===== src/rtl/subservient_dbg_pkg.sv =====
// Shared encodings for the subservient debug loader: host command bytes,
// response status bytes and the loader FSM states.
package subservient_dbg_pkg;

    localparam logic [7:0] CMD_WRITE = 8'h01;
    localparam logic [7:0] CMD_READ  = 8'h02;
    localparam logic [7:0] CMD_RUN   = 8'h03;
    localparam logic [7:0] CMD_HALT  = 8'h04;

    localparam logic [7:0] ST_OK      = 8'h00;
    localparam logic [7:0] ST_BAD_CMD = 8'hE1;
    localparam logic [7:0] ST_TIMEOUT = 8'hEE;

    typedef enum logic [2:0] {
        S_CMD,
        S_ADDR,
        S_DATA,
        S_BUS,
        S_RESP
    } state_t;

endpackage


===== src/rtl/subservient_dbg_loader.sv =====
// Byte-stream loader that owns the subservient debug Wishbone port: it halts or
// releases the core and performs 32-bit reads/writes on behalf of a host.
module subservient_dbg_loader
    import subservient_dbg_pkg::*;
#(
    parameter bit          RESET_HALTED = 1'b1,
    parameter int unsigned TIMEOUT      = 1023
) (
    input  logic        i_clk,
    input  logic        i_rst_n,
    input  logic [7:0]  i_rx_data,
    input  logic        i_rx_valid,
    output logic        o_rx_ready,
    output logic [7:0]  o_tx_data,
    output logic        o_tx_valid,
    input  logic        i_tx_ready,
    output logic        o_debug_mode,
    output logic [31:0] o_wb_dbg_adr,
    output logic [31:0] o_wb_dbg_dat,
    output logic [3:0]  o_wb_dbg_sel,
    output logic        o_wb_dbg_we,
    output logic        o_wb_dbg_stb,
    input  logic [31:0] i_wb_dbg_rdt,
    input  logic        i_wb_dbg_ack
);

    localparam int TW = (TIMEOUT > 1) ? $clog2(TIMEOUT + 1) : 1;
    localparam logic [TW-1:0] TMO_LAST = TW'(TIMEOUT - 1);

    state_t          state_q,    state_d;
    logic            is_write_q, is_write_d;
    logic [1:0]      cnt_q,      cnt_d;
    logic [TW-1:0]   tmo_q,      tmo_d;
    logic [31:0]     adr_q,      adr_d;
    logic [31:0]     dat_q,      dat_d;
    logic [31:0]     rdt_q,      rdt_d;
    logic [7:0]      status_q,   status_d;
    logic            multi_q,    multi_d;
    logic            debug_q,    debug_d;
    logic            stb_q,      stb_d;
    logic            we_q,       we_d;
    logic            live_q;

    logic rx_fire;

    // NOTE: all state is updated with non-blocking assignments so every
    // register samples the pre-edge values of the others.
    always_ff @(posedge i_clk or negedge i_rst_n) begin
        if (!i_rst_n) begin
            state_q    <= S_CMD;
            is_write_q <= 1'b0;
            cnt_q      <= '0;
            tmo_q      <= '0;
            adr_q      <= '0;
            dat_q      <= '0;
            rdt_q      <= '0;
            status_q   <= ST_OK;
            multi_q    <= 1'b0;
            debug_q    <= RESET_HALTED;
            stb_q      <= 1'b0;
            we_q       <= 1'b0;
            live_q     <= 1'b0;
        end else begin
            state_q    <= state_d;
            is_write_q <= is_write_d;
            cnt_q      <= cnt_d;
            tmo_q      <= tmo_d;
            adr_q      <= adr_d;
            dat_q      <= dat_d;
            rdt_q      <= rdt_d;
            status_q   <= status_d;
            multi_q    <= multi_d;
            debug_q    <= debug_d;
            stb_q      <= stb_d;
            we_q       <= we_d;
            live_q     <= 1'b1;
        end
    end

    // NOTE: every signal written here gets a default first, so no path can
    // leave one unassigned and infer a latch.
    always_comb begin
        state_d    = state_q;
        is_write_d = is_write_q;
        cnt_d      = cnt_q;
        tmo_d      = tmo_q;
        adr_d      = adr_q;
        dat_d      = dat_q;
        rdt_d      = rdt_q;
        status_d   = status_q;
        multi_d    = multi_q;
        debug_d    = debug_q;
        stb_d      = stb_q;
        we_d       = we_q;

        // live_q keeps rx_ready low while reset is held and for the release edge
        o_rx_ready = live_q && (state_q == S_CMD || state_q == S_ADDR || state_q == S_DATA);
        rx_fire    = i_rx_valid && o_rx_ready;

        unique case (state_q)
            S_CMD: begin
                if (rx_fire) begin
                    cnt_d    = '0;
                    multi_d  = 1'b0;
                    status_d = ST_OK;
                    case (i_rx_data)
                        CMD_WRITE: begin state_d = S_ADDR; is_write_d = 1'b1; end
                        CMD_READ:  begin state_d = S_ADDR; is_write_d = 1'b0; end
                        CMD_RUN:   begin state_d = S_RESP; debug_d = 1'b0; end
                        CMD_HALT:  begin state_d = S_RESP; debug_d = 1'b1; end
                        default:   begin state_d = S_RESP; status_d = ST_BAD_CMD; end
                    endcase
                end
            end
            S_ADDR: begin
                if (rx_fire) begin
                    adr_d[{cnt_q, 3'b000} +: 8] = i_rx_data;
                    cnt_d = cnt_q + 2'd1;
                    if (cnt_q == 2'd3) begin
                        if (is_write_d) begin
                            state_d = S_DATA;
                        end else begin
                            state_d = S_BUS;
                            stb_d   = 1'b1;
                            we_d    = 1'b0;
                            tmo_d   = '0;
                        end
                    end
                end
            end
            S_DATA: begin
                if (rx_fire) begin
                    dat_d[{cnt_q, 3'b000} +: 8] = i_rx_data;
                    cnt_d = cnt_q + 2'd1;
                    if (cnt_q == 2'd3) begin
                        state_d = S_BUS;
                        stb_d   = 1'b1;
                        we_d    = 1'b1;
                        tmo_d   = '0;
                    end
                end
            end
            S_BUS: begin
                // ack may arrive combinationally in the very first stb cycle
                if (i_wb_dbg_ack) begin
                    stb_d   = 1'b0;
                    state_d = S_RESP;
                    cnt_d   = '0;
                    if (is_write_q) begin
                        status_d = ST_OK;
                        multi_d  = 1'b0;
                    end else begin
                        rdt_d   = i_wb_dbg_rdt;
                        multi_d = 1'b1;
                    end
                end else if (TIMEOUT != 0) begin
                    if (tmo_q == TMO_LAST) begin
                        stb_d    = 1'b0;
                        state_d  = S_RESP;
                        cnt_d    = '0;
                        status_d = ST_TIMEOUT;
                        multi_d  = 1'b0;
                    end else begin
                        tmo_d = tmo_q + 1'b1;
                    end
                end
            end
            S_RESP: begin
                if (i_tx_ready) begin
                    if (!multi_q || cnt_q == 2'd3) begin
                        state_d = S_CMD;
                        cnt_d   = '0;
                    end else begin
                        cnt_d = cnt_q + 2'd1;
                    end
                end
            end
            default: state_d = S_CMD;
        endcase

        o_tx_valid   = (state_q == S_RESP);
        o_tx_data    = 8'h00;
        if (o_tx_valid) begin
            o_tx_data = multi_q ? rdt_q[{cnt_q, 3'b000} +: 8] : status_q;
        end
        o_debug_mode = debug_q;
        o_wb_dbg_adr = adr_q;
        o_wb_dbg_dat = dat_q;
        o_wb_dbg_we  = we_q;
        o_wb_dbg_stb = stb_q;
        o_wb_dbg_sel = stb_q ? 4'hF : 4'h0;
    end

endmodule


===== config.mk =====
export PLATFORM = sky130hd
export DESIGN_NAME = subservient_dbg_loader
export DESIGN_NICKNAME = d
export VERILOG_FILES = /design/src/rtl/subservient_dbg_pkg.sv /design/src/rtl/subservient_dbg_loader.sv
export SDC_FILE = /design/constraint.sdc
export NUM_CORES = 1
export LEC_CHECK = 0
export BUFFER_PORTS_ARGS = -buffer_cell sky130_fd_sc_hd__clkbuf_2
export CAP_MARGIN = 10
export CORE_MARGIN = 8
export CORE_UTILIZATION = 25
export DETAILED_ROUTE_END_ITERATION = 8
export SLEW_MARGIN = 5
export SYNTH_ARGS = -nofsm -noshare
export SYNTH_HDL_FRONTEND = slang
export SYNTH_SLANG_ARGS = --single-unit

===== constraint.sdc =====
create_clock -name i_clk -period 2.8 [get_ports i_clk]
set_input_delay 0.7 -clock i_clk [delete_from_list [all_inputs] [get_ports i_clk]]
set_output_delay 0.7 -clock i_clk [all_outputs]
set_load 0.005 [all_outputs]

==> out/qor.yml, run 1 <==
layout.nets: 681
slew_violations: 0
clock.fmax_mhz: 386
area_delta_synth_final_pct: 29.0
synth_nets: 543
syn_inst: 491
syn_area_sq_um: 5600
vdd_drop_max_mv: 0.431
cpLargestDelayFamily: "buffers and inverters"
clk_pin_slew_ns: 0.06
clockBufferDepth: 2
multi_input_area_sq_um: 2350
vias_per_cell: 4.55
via_count: 4204
max_stage_delay_ns: 0.50
relSlewSlack_pct: 60.9
fill_cells: 2236
die_area_sq_um: 27400
p_sw_w: 0.00122
grt_first_pass_wirelength_um: 25400
wl_um: 15500
status: "complete, no violations"
synth-seq-cells: 120
r2r_end: "tmo_q[2]"
setup_ws_ns: 0.208
layout_commonest_cell: "clkbuf_2"
die_h_um: 166
routabilityCongestion: 0.822
crit_chain: "inv_1, nand3_1, buf_4, a21oi_1, clkbuf_2"
cts_tree: "done"
grt_setup_unrepaired: "false"
finalClockSkew_ns: 0.00868
drive_above_1_share_pct: 38.6
wl_per_cell_um: 16.8
sw_frac_of_total_pct: 26.2
hpwl_um: 11600
final_util_pct: 33.0
initial_core_util_pct: 25.6
critPathBufInv: 3
holdWs_ns: 0.248
reg2regPathDepth: 5
grt_pass1_vias: 4424
tns_ns: 0
dp_slack_ns: 0.379
crit_arrival_ns: 1.89
rrSetupSlack_ns: 0.60
power.internal_w: 0.00345
final_cells: 923
cts_sinks: 120
crit_slowest_cell: "dfrtp_1"
antenna_left: 0
setup_viol_count_final: 0
power_density_nw_per_um2: 646
seq_area_frac_synth_pct: 53.6
die_w_um: 166
root_buffer: "clkbuf_16"
final.min_clock_period_ns: 2.59
ys_types: 55
worstPathRequired_ns: 2.10
drc: 0
hold_class: "primary input to asynchronous set/reset pin"
dpl.cell_count: 890
io_buffers: 125
clk_latency_ns: 0.42
cts_max_level: 4
pwr-share-clk_pct: 48.7
synth_area_per_cell_sq_um: 11.4
worst_pin_slew_ns: 0.584
final_cell_mix: "124 x clkbuf_2, 118 x dfrtp_1, 64 x nand2_1"
fin_crit_sh_pct: 92.6
numCtsBuffers: 17
core_sq_um: 21900
end_kind: "output port"
critPathMaxFanout: 10
drt_pass1_iterations: 5
async_flop_share_pct: 100
synth_warnings: 0
r2r_start: "cnt_q[1]"
leakage_nw: 3.65
path_class: "flop to output port"
io_pins: 126
grt_overflow_total: 0
grt_antenna_before_repair: 1
synth_edf_count: 0
postCtsSetupBuffers: 0
seqCellArea_sq_um: 3010
hold_viol: 0
dr.first_iter.drc_count: 274
track_usage_pct: 11.5
p_seq_share_pct: 40.6
maxCapViolations: 0
fp-row-count: 54
grt_max_degree: 64
p_comb_share_pct: 10.7
worstSetupStartpointType: "flop"
synthFlopType: "dfrtp_1"
[cell usage after synthesis (4+ instances only)]
| cell type | instances | area [sq um] |
|---|---|---|
| o211ai_1 | 4 | 30.0 |
| mux4_2 | 8 | 180 |
| a31oi_1 | 5 | 31.3 |
| mux2i_1 | 26 | 260 |
| mux2_2 | 53 | 597 |
| nand2b_1 | 5 | 31.3 |
| nand3_1 | 15 | 75.1 |
| buf_4 | 5 | 37.5 |
| a221o_1 | 4 | 40.0 |
| o21ai_0 | 29 | 145 |
| inv_1 | 34 | 128 |
| nor3b_1 | 4 | 30.0 |
| and2_1 | 8 | 50.1 |
| ha_1 | 7 | 87.6 |
| and3_1 | 4 | 25.0 |
| a21oi_1 | 10 | 50.1 |
| nand2_1 | 64 | 240 |
| dfrtp_1 | 119 | 2980 |
| nor2_1 | 16 | 60.1 |
| buf_2 | 7 | 35.0 |
| clkbuf_1 | 10 | 37.5 |
| nor3_1 | 7 | 35.0 |
[per-layer routing]
layer	part of all wire, %	vias up	routed length, um	GRT usage (%)
met5	0.058	-	9	0
met4	1.2	2	193	3.80
met3	8.5	13	1310	4.78
met2	45	137	7000	17.3
met1	45	2033	7000	14.5
li1	-	2019	-	-
[flip-flops by register name, summed over array words and instances, names as in the netlist]
name          count
o_wb_dbg_adr     32
o_wb_dbg_we       1
tmo_q            10
rdt_q            32
o_wb_dbg_stb      1
cnt_q             2
status_q          3
state_q           3
o_wb_dbg_dat     32
multi_q           1
is_write_q        1
o_debug_mode      1
live_q            1
[worst register-to-register path: cells and delay by family (launching register included)]
family	cells	cell delay (ns)
adder cells (fa/ha/maj)	1	0.34
flip-flops	1	0.68
AO/OA/AOI/OAI	3	0.90
AND/OR/NAND/NOR	1	0.15
[kinds of logic after synthesis]
| logic type | after synthesis | share of synthesized area (%) |
|---|---|---|
| simple gates | 142 | 12.5 |
| flops | 120 | 53.6 |
| mux | 87 | 18.5 |
| compound gates | 74 | 8.98 |
| buf+inv | 58 | 4.38 |
| fa+ha+maj | 7 | 1.56 |
| xor+xnor | 2 | 0.313 |
| other cells | 1 | 0.0670 |
[worst max-delay path by stage]
stage                 startpoint      endpoint  slack [ns]  cells past startpoint
floorplan           i_rx_data[3]    is_write_q        0.61                      4
global placement    i_rx_data[3]   status_q[6]        0.39                      5
detailed placement  i_rx_data[3]   status_q[6]        0.38                      5
CTS                     cnt_q[0]  o_tx_data[4]        0.17                      3
global route          state_q[1]  o_tx_data[7]        0.06                      5
finish                state_q[1]  o_tx_data[7]        0.21                      5
[timing repair]
item | 4_1_cts | 5_1_grt
endpoints found under the setup margin | 3 | 0
hold buffers | 0 | 0
resized for setup | 1 | 0
endpoints found under the hold margin | 0 | 0
[per-stage QoR]
stage / instance area [sq um] / power (W)
finish: 7230 / 0.00467
global route: 7220 / 0.00488
CTS: 7220 / 0.00474
detailed placement: 6610 / 0.00244
global placement: 6610 / 0.00243
floorplan: 5600 / 0.00220
[power groups by stage]
| stage | sequential [W] | combinational [W] | clock [W] |
|---|---|---|---|
| global route | 0.00191 | 0.000563 | 0.00241 |
| finish | 0.00189 | 0.000501 | 0.00227 |
| floorplan | 0.00187 | 0.000324 | 0 |
| detailed placement | 0.00192 | 0.000511 | 0 |
| global placement | 0.00192 | 0.000509 | 0 |
| CTS | 0.00189 | 0.000513 | 0.00233 |
[layout make-up]
class | instances | area share (%)
multi-input combinational | 313 | 32.6
antenna | 1 | 0.0346
inverter | 35 | 1.82
clock buffer | 17 | 5.89
clock inverter | 15 | 2.63
timing repair buffer | 142 | 10.6
tap | 280 | 4.85
sequential | 120 | 41.6
Power figures use the tool's default switching activity.
==> run 2, diff against run 1 <==
GPL_ROUTABILITY_DRIVEN = 0   (was default)
MAX_ROUTING_LAYER = met4   (was default)
==> run 2 against run 1 <==
Net effect: worst hold slack better by 0.0026 ns; via count is 0.31% lower; total power rose by 0.11%; core utilization hardly changed; non-clock buffer count unchanged; clock skew down 0.0013 ns.
==> out/qor.yml, run 2 (synthesis gave the netlist of run 1 again) <==
status: "complete, no violations"
grt_first_pass_wirelength_um: 25400
cts_sinks: 120
core_sq_um: 21900
io_pins: 126
cts_resized: 1
critPathMaxFanout: 10
initial_core_util_pct: 25.6
tns_ns: 0
grt_antenna_before_repair: 1
clk_latency_ns: 0.42
grt_overflow_total: 0
cts_hold_buf: 0
worst_pin_slew_ns: 0.594
relSlewSlack_pct: 60.2
clockBufferDepth: 2
cts_max_level: 4
power_density_nw_per_um2: 647
via_count: 4191
die_h_um: 166
setup_viol_count_final: 0
end_kind: "output port"
hold_class: "primary input to asynchronous set/reset pin"
numCtsBuffers: 17
final.min_clock_period_ns: 2.60
layout.nets: 681
placed_cell_area_sq_um: 6610
leakage_nw: 3.65
finalClockSkew_ns: 0.00736
dpl.cell_count: 890
final_cells: 924
area_delta_synth_final_pct: 29.1
track_usage_pct: 11.8
layout_commonest_cell: "clkbuf_2"
drc: 0
io_buffers: 125
die_area_sq_um: 27400
fp-row-count: 54
total_power_w: 0.00467
crit_arrival_ns: 1.90
drt_pass1_iterations: 4
grt_setup_unrepaired: "false"
die_w_um: 166
grt_pass1_vias: 4437
fin_crit_sh_pct: 93.0
design_area_sq_um: 7230
path_class: "flop to output port"
hpwl_um: 11600
postCtsSetupBuffers: 0
wl_per_cell_um: 16.8
root_buffer: "clkbuf_16"
dr.first_iter.drc_count: 231
drive_above_1_share_pct: 38.6
clk_pin_slew_ns: 0.06
final_cell_mix: "124 x clkbuf_2, 118 x dfrtp_1, 64 x nand2_1"
hold_viol: 0
maxCapViolations: 0
vias_per_cell: 4.54
slew_violations: 0
clock.fmax_mhz: 384
wl_um: 15500
vdd_drop_max_mv: 0.431
cts_tree: "done"
worstSetupStartpointType: "flop"
worstPathRequired_ns: 2.10
grt_max_degree: 64
antenna_left: 0
[run 2: where the power goes]
part           leakage, nW  internal, W  switching, W
sequential            1.49      0.00180     0.0000903
clock                0.293      0.00142      0.000861
combinational         1.86     0.000227      0.000276
[run 2: metrics by stage]
| step | hold WS [ns] | setup WS (ns) | utilization [%] |
|---|---|---|---|
| global route | 0.267 | 0.0446 | 33.0 |
| CTS | 0.243 | 0.171 | 33.0 |
| detailed placement | 0.474 | 0.379 | 30.2 |
| floorplan | 0.404 | 0.615 | - |
| global placement | 0.464 | 0.387 | 30.2 |
| finish | 0.251 | 0.195 | 33.0 |
[run 2: worst paths after layout]
check / depth (start not counted) / slack (ns) / to / from
hold / removal: 1 / 0.25 / o_wb_dbg_dat[19] / i_rst_n
setup / recovery: 5 / 0.20 / o_tx_data[7] / state_q[1]
hold reg to reg: 2 / 0.48 / o_wb_dbg_adr[17] / o_wb_dbg_adr[17]
min in group i_clk: 2 / 0.48 / o_wb_dbg_adr[17] / o_wb_dbg_adr[17]
max in group asynchronous: 2 / 1.80 / o_debug_mode / i_rst_n
setup reg to reg: 5 / 0.59 / tmo_q[2] / cnt_q[1]
[run 2: critical path: stages, from the launching register on]
cell and delay (ns):
dfrtp_1 0.50, inv_1 0.21, nand3_1 0.20, buf_4 0.23, a21oi_1 0.19, clkbuf_2 0.15
[run 2: routing by layer]
layer,vias to the layer above,share of wire [%],GRT usage (%)
li1,2015,-,-
met1,2035,46,14.8
met2,130,45,17.3
met3,11,7.4,4.47
met4,0,1.2,3.80
met5,-,0,-
[run 2: layout make-up]
cell class	instances	area [sq um]
clock buffer	17	425
inverter	35	131
multi-input combinational	313	2350
sequential	120	3010
antenna	2	5.00
clock inverter	15	190
timing repair buffer	142	768
tap	280	350
fill	2235	14700
==> run 3, diff against run 2 <==
CORE_MARGIN = default   (was 8)
HOLD_SLACK_MARGIN = 0.08   (was default)
==> run 3 against run 2 <==
Net effect: non-clock buffer count fell by 3; flip-flop and latch count did not move; clock skew fell by 0.0014 ns; maximum frequency rose by 0.16%; worst hold slack improved by 0.0069 ns; design area fell by 1.4%; setup slack improved by 0.0041 ns; first-iteration DRC count fell by 35%; global-route usage rose by 1.5 points; largest cell class unchanged.
==> out/qor.yml, run 3 (synthesis gave the netlist of run 1 again) <==
core_sq_um: 21900
crit_start: "cnt_q[0]"
hold_viol: 0
drt_pass1_iterations: 4
grt_setup_unrepaired: "false"
io_buffers: 125
path_class: "flop to output port"
fin_crit_sh_pct: 92.9
initial_core_util_pct: 25.6
p_seq_share_pct: 43.3
crit_arrival_ns: 1.90
finalClockSkew_ns: 0.00598
tns_ns: 0
layout_commonest_cell: "clkbuf_2"
vdd_drop_max_mv: 0.461
layout.nets: 678
slew_violations: 0
worst_pin_slew_ns: 0.625
area_delta_synth_final_pct: 27.3
io_pins: 126
clock.fmax_mhz: 385
cts_sinks: 120
final_cells: 918
drc: 0
cts_tree: "done"
leakage_nw: 3.59
clk_latency_ns: 0.41
pwr-share-clk_pct: 45.7
final_cell_mix: "124 x clkbuf_2, 118 x dfrtp_1, 64 x nand2_1"
design_area_sq_um: 7130
grt_first_pass_wirelength_um: 22500
status: "complete, no violations"
track_usage_pct: 13.4
die_h_um: 152
vias_per_cell: 4.53
numCtsBuffers: 17
relSlewSlack_pct: 57.7
grt_max_degree: 47
final.min_clock_period_ns: 2.60
wl_per_cell_um: 15.3
cts_max_level: 4
fp-row-count: 54
drive_above_1_share_pct: 38.2
end_kind: "output port"
grt_overflow_total: 0
p_comb_share_pct: 11.0
die_w_um: 152
worstPathRequired_ns: 2.10
via_count: 4162
dr.first_iter.drc_count: 149
maxCapViolations: 0
root_buffer: "clkbuf_16"
r2r_start: "cnt_q[1]"
grt_pass1_vias: 4165
antenna_left: 0
grt_antenna_before_repair: 0
clk_pin_slew_ns: 0.06
die_area_sq_um: 23000
n_antenna_cell: 0
worstSetupStartpointType: "flop"
critPathMaxFanout: 11
hpwl_um: 10400
setup_viol_count_final: 0
dpl.cell_count: 887
sw_frac_of_total_pct: 26.3
power_density_nw_per_um2: 614
p_sw_w: 0.00115
clockBufferDepth: 2
cts_hold_buf: 0
power.internal_w: 0.00323
fill_cells: 2261
placed_cell_area_sq_um: 6590
hold_class: "primary input to asynchronous set/reset pin"
wl_um: 14100
## run 3: final timing paths
check	end	slack [ns]	cells past startpoint
hold reg to reg	o_wb_dbg_adr[21]	0.48	2
min in group i_clk	o_wb_dbg_adr[21]	0.48	2
hold / removal	o_wb_dbg_adr[21]	0.26	1
max in group asynchronous	o_debug_mode	1.85	2
setup reg to reg	tmo_q[8]	0.63	5
setup / recovery	o_tx_data[0]	0.20	4
## run 3: critical path, stage by stage (launching register included)
cell and delay, ns:
dfrtp_2 0.60, mux4_2 0.55, mux2i_1 0.15, nor2_1 0.07
clkbuf_2 0.12
## run 3: final cells by class
class	count	area (sq um)	share of cell area, %
flip-flops and latches	120	3010	42.2
multi-input cells	313	2360	33.1
clock inverters	13	109	1.53
repair buffers	139	746	10.5
well taps	280	350	4.91
inverters	35	131	1.84
clock buffers	18	429	6.02
## run 3: repair_timing
| item | CTS | global route |
|---|---|---|
| buffers inserted | 0 | 0 |
| endpoints found under the setup margin | 8 | 0 |
| gates resized for setup | 2 | 0 |
## run 3: routing by layer
layer / vias to the layer above / part of all wire [%] / GRT usage (%) / routed length, um
li1: 1999 / - / - / -
met1: 2039 / 47 / 16.7 / 6610
met2: 114 / 45 / 20.4 / 6300
met3: 10 / 7.2 / 4.49 / 1010
met4: 0 / 0.96 / 3.86 / 135
met5: - / 0 / - / 0
## run 3: metrics by stage
stage          hold slack, ns  util (%)  worst slack (ns)  power (W)
5_1_grt                 0.287      32.6            0.0203    0.00460
4_1_cts                 0.254      32.6             0.144    0.00445
6_report                0.258      32.6             0.200    0.00438
3_5_place_dp            0.471      30.1             0.297    0.00241
2_1_floorplan           0.404         -             0.615    0.00220
3_3_place_gp            0.461      30.1             0.303    0.00241
## run 3: power by group through the flow
stage / Clock (W) / Sequential (W) / Combinational, W
after floorplan: 0 / 0.00187 / 0.000324
after global placement: 0 / 0.00192 / 0.000490
final: 0.00200 / 0.00190 / 0.000482
after CTS: 0.00206 / 0.00190 / 0.000492
after global routing: 0.00214 / 0.00191 / 0.000547
after detailed placement: 0 / 0.00192 / 0.000489
